===== config.mk =====
export PLATFORM = sky130hd
export DESIGN_NAME = pdm_rx_decimator
export DESIGN_NICKNAME = d
export VERILOG_FILES = /design/src/rtl/pdm_rx_pkg.sv /design/src/rtl/pdm_rx_decimator_cic_stage.sv /design/src/rtl/pdm_rx_decimator.sv
export SDC_FILE = /design/constraint.sdc
export NUM_CORES = 1
export LEC_CHECK = 0
export BUFFER_PORTS_ARGS = -buffer_cell sky130_fd_sc_hd__buf_4
export CAP_MARGIN = 20
export CORE_UTILIZATION = 37
export CTS_BUF_LIST = sky130_fd_sc_hd__clkbuf_8
export DETAILED_ROUTE_END_ITERATION = 8
export PLACE_DENSITY_LB_ADDON = 0.2
export SYNTH_ARGS = -nofsm -noshare
export SYNTH_HDL_FRONTEND = slang
export SYNTH_HIERARCHICAL = 1
export SYNTH_SLANG_ARGS = --single-unit

===== constraint.sdc =====
create_clock -name clk -period 7 [get_ports clk]
set_input_delay 1.4 -clock clk [delete_from_list [all_inputs] [get_ports clk]]
set_output_delay 1.4 -clock clk [all_outputs]
set_load 0.05 [all_outputs]

===== src/rtl/pdm_rx_pkg.sv =====
// Shared sizing helpers and stage-mode type for the PDM receive CIC decimator.
package pdm_rx_pkg;

  typedef enum logic {
    STAGE_INTEG = 1'b0,
    STAGE_COMB  = 1'b1
  } stage_mode_e;

  function automatic int unsigned cic_w(input int unsigned order, input int unsigned log2r);
    return order * log2r + 1;
  endfunction

  // Combs need one tick per stage before their delay registers hold real history.
  function automatic int unsigned warmup_ticks(input int unsigned order);
    return order;
  endfunction

  function automatic bit params_legal(input int unsigned order, input int unsigned log2r,
                                      input int unsigned out_w);
    return (order >= 1) && (order <= 4) && (log2r >= 1) && (out_w >= 1) &&
           (out_w <= order * log2r);
  endfunction

endpackage


===== src/rtl/pdm_rx_decimator_cic_stage.sv =====
// One CIC stage: integrator (output is the held sum) or comb (differential delay 1).
module cic_stage
  import pdm_rx_pkg::*;
#(
  parameter int unsigned W    = 19,
  parameter stage_mode_e MODE = STAGE_INTEG
) (
  input  logic         clk,
  input  logic         rst_n,
  input  logic         clear,
  input  logic         en,
  input  logic [W-1:0] x,
  output logic [W-1:0] y
);

  logic [W-1:0] state_q, state_d;

  always_comb begin
    state_d = state_q;
    if (MODE == STAGE_INTEG) begin
      y = state_q;
      if (en) state_d = state_q + x;
    end else begin
      y = x - state_q;
      if (en) state_d = x;
    end
  end

  always_ff @(posedge clk) begin
    if (!rst_n || clear) state_q <= '0;
    else                 state_q <= state_d;
  end

endmodule


===== src/rtl/pdm_rx_decimator.sv =====
// PDM-to-PCM CIC decimator: ORDER pipelined integrators, ORDER combs at 1/R rate.
module pdm_rx_decimator
  import pdm_rx_pkg::*;
#(
  parameter int unsigned ORDER  = 3,
  parameter int unsigned LOG2_R = 6,
  parameter int unsigned OUT_W  = 16
) (
  input  logic             clk,
  input  logic             rst_n,
  input  logic             pdm_en,
  input  logic             pdm_in,
  input  logic             clear,
  output logic [OUT_W-1:0] sample_out,
  output logic             sample_valid,
  output logic             settled
);

  localparam int unsigned W     = cic_w(ORDER, LOG2_R);
  localparam int unsigned SHIFT = W - 1 - OUT_W;
  localparam logic [2:0]  WARMUP_CNT = 3'(warmup_ticks(ORDER));
  localparam logic [W-1:0] SAT_MAX = {1'b0, {(W-1){1'b1}}};

  if (!params_legal(ORDER, LOG2_R, OUT_W)) begin : g_bad_params
    $error("pdm_rx_decimator: illegal ORDER/LOG2_R/OUT_W combination");
  end

  logic [LOG2_R-1:0] cnt_q, cnt_d;
  logic [2:0]        warm_q, warm_d;
  logic [OUT_W-1:0]  sample_q, sample_d;
  logic              valid_q, valid_d;
  logic              settled_q, settled_d;
  logic              tick;
  logic [W-1:0]      sat;

  logic [W-1:0] integ_y [ORDER+1];
  logic [W-1:0] comb_y  [ORDER+1];

  assign integ_y[0] = W'(pdm_in);
  // Comb input is the post-update value of the last integrator, formed here
  // since the stage only exposes its held sum.
  assign comb_y[0]  = integ_y[ORDER] + integ_y[ORDER-1];

  for (genvar k = 1; k <= ORDER; k++) begin : g_stages
    cic_stage #(.W(W), .MODE(STAGE_INTEG)) u_integ (
      .clk(clk), .rst_n(rst_n), .clear(clear), .en(pdm_en),
      .x(integ_y[k-1]), .y(integ_y[k])
    );
    cic_stage #(.W(W), .MODE(STAGE_COMB)) u_comb (
      .clk(clk), .rst_n(rst_n), .clear(clear), .en(tick),
      .x(comb_y[k-1]), .y(comb_y[k])
    );
  end

  assign tick = pdm_en && (cnt_q == '1);

  always_comb begin
    cnt_d     = cnt_q;
    warm_d    = warm_q;
    sample_d  = sample_q;
    valid_d   = 1'b0;
    settled_d = settled_q;
    sat       = (comb_y[ORDER] > SAT_MAX) ? SAT_MAX : comb_y[ORDER];
    if (pdm_en) cnt_d = cnt_q + LOG2_R'(1);
    if (tick) begin
      sample_d = OUT_W'(sat >> SHIFT);
      if (warm_q == WARMUP_CNT) begin
        valid_d   = 1'b1;
        settled_d = 1'b1;
      end else begin
        warm_d = warm_q + 3'd1;
      end
    end
  end

  always_ff @(posedge clk) begin
    if (!rst_n || clear) begin
      cnt_q     <= '0;
      warm_q    <= '0;
      sample_q  <= '0;
      valid_q   <= 1'b0;
      settled_q <= 1'b0;
    end else begin
      cnt_q     <= cnt_d;
      warm_q    <= warm_d;
      sample_q  <= sample_d;
      valid_q   <= valid_d;
      settled_q <= settled_d;
    end
  end

  assign sample_out   = sample_q;
  assign sample_valid = valid_q;
  assign settled      = settled_q;

endmodule


==> impl_metrics.yaml, run 1 <==
final_layout:
  drive_gt1_share_pct: 8.33
  stdcell_area_um2: 13100
  antenna-diode-count: 0
  final_nets: 1665
  nFillCells: 3377
  syn_to_final_growth_pct: 8.22
sta:
  setup_viol: 0
  finalClockSkew_ns: 0.0151
  worst_pin_slew_ns: 1.02
  period_needed_ns: 6.58
  fmax_mhz: 152
  post-route-period-util_pct: 94.0
  finalSetupTns_ns: 0
  hold_violations: 0
  drv_slew: 0
  relSlewSlack_pct: 31.6
grt:
  overflow: 0
  grt_max_degree: 44
  grtUsageTotal_pct: 18.8
  grt_pass1_vias: 10100
  grt_pass1_wl_mm: 50.7
  antenna_found_initial: 0
pwr:
  p_leak_nw: 5.28
  power_density_nw_per_um2: 221
  ir_drop_v: 0.000155
min_path:
  hold_class: "flop to flop"
  holdCritStartpoint: "settled"
route:
  ant_nets: 0
  via_count: 10600
  routedWlPerCell_um: 15.5
  dr.pass1.iters: 5
  viasPerCell: 5.37
  routed_wl_mm: 30.6
  drt_iter0_markers: 490
  drc_errors: 0
cts:
  cts-htree-levels: 4
  holdBufCountCts: 0
  cts_buffers: 17
  cts_root_buffer: "clkbuf_8"
  numClockSinks: 141
  cts_tree: "yes"
  cts_buffer_depth: 2
  clk_latency_ns: 0.48
  postCtsSetupRepairBufs: 0
  cts.clk_slew.worst_paths_ns: 0.09
placement:
  place_area_um2: 12700
  gp_congestion: 0.884
  io_buffers: 22
  dp_hpwl_mm: 24.2
setup_path:
  path_common_cell: "ha_2"
  startpoint: "g_stages[2].u_integ/y[0]"
  worst-setup-path-type: "flop to flop"
  crit_required_ns: 7.38
  arrival_ns: 6.96
  cpPeakStageDelay_ns: 0.46
  end_kind: "flop"
  crit_path_start_kind: "flop"
  slowest_stage: "ha_2"
  reg2reg_from: "g_stages[2].u_integ/y[0]"
  crit_path_max_fanout: 16
floorplan:
  core_area_um2: 31900
  rows: 65
  initial_utilization_pct: 38.1
  ios: 23
  die_width_um: 183
  die_h_um: 183
  die_area_um2: 33500
flow_run:
  maxCapViolCount: 0
synthesis:
  synth_cells: 1519
  yosysWarnings: 6
  synth_area_per_cell_um2: 7.99
  syn_area_um2: 12100
outcome:
  status: "finished, final reports clean"
-- final timing paths --
kind                            cells after the start       endpoint  slack (ns)
worst max-delay path                               29  sample_out[1]        0.42
worst min-delay path                                1        settled        0.46
worst max register to register                     29  sample_out[1]        0.42
worst min register to register                      1        settled        0.46
-- sequential cells by signal (all words and copies together), names as in the netlist --
| register | cells |
|---|---|
| g_stages.u_comb/state_q | 57 |
| cnt_q | 6 |
| settled | 1 |
| sample_valid | 1 |
| warm_q | 3 |
| sample_out | 16 |
| g_stages.u_integ/y | 57 |
-- worst max-delay path: cells and delay by family (launching register included) --
kind                       cells  cell delay [ns]
AOI/OAI and AO/OA             13             2.43
xor gates and xnor gates       4             0.79
adders and majority gates      5             1.78
buffers and inverters          2             0.29
DFF                            1             0.39
and+or+nand+nor                5             0.78
-- metal layers --
layer  vias to the layer above  track usage (%)  part of all wire (%)
li1                       5471                -                     -
met1                      4950             22.6                    46
met2                       129             34.1                    50
met3                        34             2.76                   2.5
met4                         0             5.93                   1.9
met5                         -                0                     0
-- through the flow --
step | util, % | instances | power (mW) | hold WS [ns] | worst slack, ns
after floorplan | - | 1538 | 1.93 | 0.458 | 0.870
after global placement | 39.8 | 1940 | 2.24 | 0.442 | 0.249
after detailed placement | 39.8 | 1940 | 2.23 | 0.446 | 0.185
after CTS | 41.0 | 1972 | 2.92 | 0.466 | 0.137
after global routing | 41.2 | 1972 | 3.13 | 0.503 | -0.00760
final | 41.2 | 1972 | 2.90 | 0.461 | 0.420
-- timing repair --
item                                    in CTS  in global routing
endpoints found under the hold margin        0                  0
endpoints found under the setup margin       0                 16
gates resized for setup                      0                 15
-- cell type report --
cell class,count,area [um^2],area share (%)
inverter,97,364,2.77
multi-input combinational,1238,8790,66.9
clock inverter,14,145,1.11
sequential,141,2820,21.5
clock buffer,18,248,1.89
timing repair buffer,29,218,1.66
tap,435,544,4.15
-- cells in the final DEF, fill, tap and decap left out, types with 24 or more instances in the layout --
cell type,instances
ha_1,122
nor2_1,167
inv_1,98
dfxtp_1,141
xor2_1,52
nand3_1,61
nand2_1,115
nor3_1,26
o21ai_0,55
o21a_1,24
o211ai_1,24
a21oi_1,123
mux2i_1,86
buf_4,29
xnor2_1,42
-- power breakdown --
group	internal (mW)	switching, mW
logic	0.548	0.857
registers	0.809	0.00936
clock network	0.324	0.352
total	1.68	1.22
No activity file was read; power rests on OpenSTA's default activity.
==> run 2: changes to the inputs <==
--- a/config.mk
+++ b/config.mk
@@ -10,6 +10,7 @@
 export CORE_UTILIZATION = 37
 export CTS_BUF_LIST = sky130_fd_sc_hd__clkbuf_8
 export DETAILED_ROUTE_END_ITERATION = 8
+export MAX_ROUTING_LAYER = met4
 export PLACE_DENSITY_LB_ADDON = 0.2
 export SYNTH_ARGS = -nofsm -noshare
 export SYNTH_HDL_FRONTEND = slang
==> impl_metrics.yaml, run 2 (synthesis results as in run 1) <==
route:
  drc_errors: 0
  viasPerCell: 5.37
  routedWlPerCell_um: 15.7
  routed_wl_mm: 30.9
  drt_iter0_markers: 464
  dr.pass1.iters: 5
  ant_nets: 0
  via_count: 10600
final_layout:
  layout_common_cells: "nor2_1 (167), dfxtp_1 (141), ha_1 (123)"
  syn_to_final_growth_pct: 8.13
  antenna-diode-count: 0
  drive_gt1_share_pct: 8.39
  mostFrequentLayoutCell: "nor2_1"
  final_nets: 1666
setup_path:
  arrival_ns: 6.79
  end_kind: "flop"
  worst-setup-path-type: "flop to flop"
  crit_path_max_fanout: 16
  slowest_stage: "or3_1"
  cpPeakStageDelay_ns: 0.44
  crit_path_start_kind: "flop"
  crit_required_ns: 7.37
placement:
  gp_congestion: 0.895
  io_buffers: 22
  post-place-ws_ns: 0.266
  dp_hpwl_mm: 24.6
grt:
  overflow: 0
  grtUsageTotal_pct: 19.6
  antenna_found_initial: 0
  grt_pass1_wl_mm: 51.5
  grt_pass1_vias: 10300
  grt_max_degree: 48
sta:
  post-route-period-util_pct: 91.7
  fmax_mhz: 156
  timing.final.ws_setup_ns: 0.582
  drv_slew: 0
  hold_violations: 0
  period_needed_ns: 6.42
  finalSetupTns_ns: 0
  finalClockSkew_ns: 0.0214
  rsz0062_at_grt: "false"
  whs_ns: 0.479
  worst_pin_slew_ns: 0.948
  setup_viol: 0
  relSlewSlack_pct: 36.8
pwr:
  switching_share_pct: 42.8
  p_leak_nw: 5.27
  p_int_mw: 1.62
  p_switching_mw: 1.21
  power_density_nw_per_um2: 216
  clkPwrFrac_pct: 20.9
  share_comb_of_total_power_pct: 50.2
  p_seq_share_pct: 28.8
  ir_drop_v: 0.000163
cts:
  numClockSinks: 141
  cts_buffer_depth: 2
  cts_buffers: 17
  cts_tree: "yes"
  cts.clk_slew.worst_paths_ns: 0.08
  clk_latency_ns: 0.48
  cts-htree-levels: 4
  cts_root_buffer: "clkbuf_8"
  holdBufCountCts: 0
floorplan:
  die_width_um: 183
  ios: 23
  core_area_um2: 31900
  rows: 65
  initial_utilization_pct: 38.1
  die_h_um: 183
  die_area_um2: 33500
flow_run:
  maxCapViolCount: 0
min_path:
  hold_class: "flop to flop"
outcome:
  status: "finished, final reports clean"
==> run 2: path summary, 6_finish.rpt <==
path	start	slack (ns)	cells after the start	end
max	g_stages[2].u_integ/y[0]	0.58	28	sample_out[11]
min	settled	0.48	1	settled
max reg2reg	g_stages[2].u_integ/y[0]	0.58	28	sample_out[11]
min reg2reg	settled	0.48	1	settled
==> run 2: repair_timing <==
item                                    4_1_cts  5_1_grt
endpoints found under the setup margin        0       16
setup buffers                                 0        0
resized for setup                             0       19
==> run 2: power groups by stage <==
stage                     clock network, mW  logic [mW]  registers, mW
after floorplan                           0        1.10          0.833
after global placement                    0        1.40          0.837
after detailed placement                  0        1.39          0.837
after CTS                             0.624        1.40          0.819
after global routing                  0.653        1.59          0.820
final                                 0.594        1.42          0.818
==> run 2: area by class of cell <==
type	instances	area [um^2]
tap	435	544
sequential	141	2820
fill	3369	18800
inverter	97	364
clock buffer	19	262
multi-input combinational	1238	8820
clock inverter	12	76.3
timing repair buffer	30	225
==> run 2: metrics by stage <==
stage          std cells  power, mW  utilization, %  cell area [um^2]
2_1_floorplan       1538       1.93               -             12200
3_3_place_gp        1941       2.24            39.8             12700
3_5_place_dp        1941       2.23            39.8             12700
4_1_cts             1972       2.84            40.8             13000
5_1_grt             1972       3.06            41.1             13100
6_report            1972       2.84            41.1             13100
==> run 2: critical path, delay by kind of cell (launching register included) <==
kind            cells  cell delay [ns]
compound gates     10             1.93
xor+xnor            4             0.67
fa+ha+maj           5             1.80
buf+inv             2             0.27
flops               1             0.40
simple gates        7             1.26
==> run 2: metal layers <==
metal	vias up	wire (um)	track usage, %
met5	-	0	-
met4	0	559	5.87
met3	35	681	2.84
met2	129	15700	35.2
met1	4981	13900	22.5
li1	5449	-	-
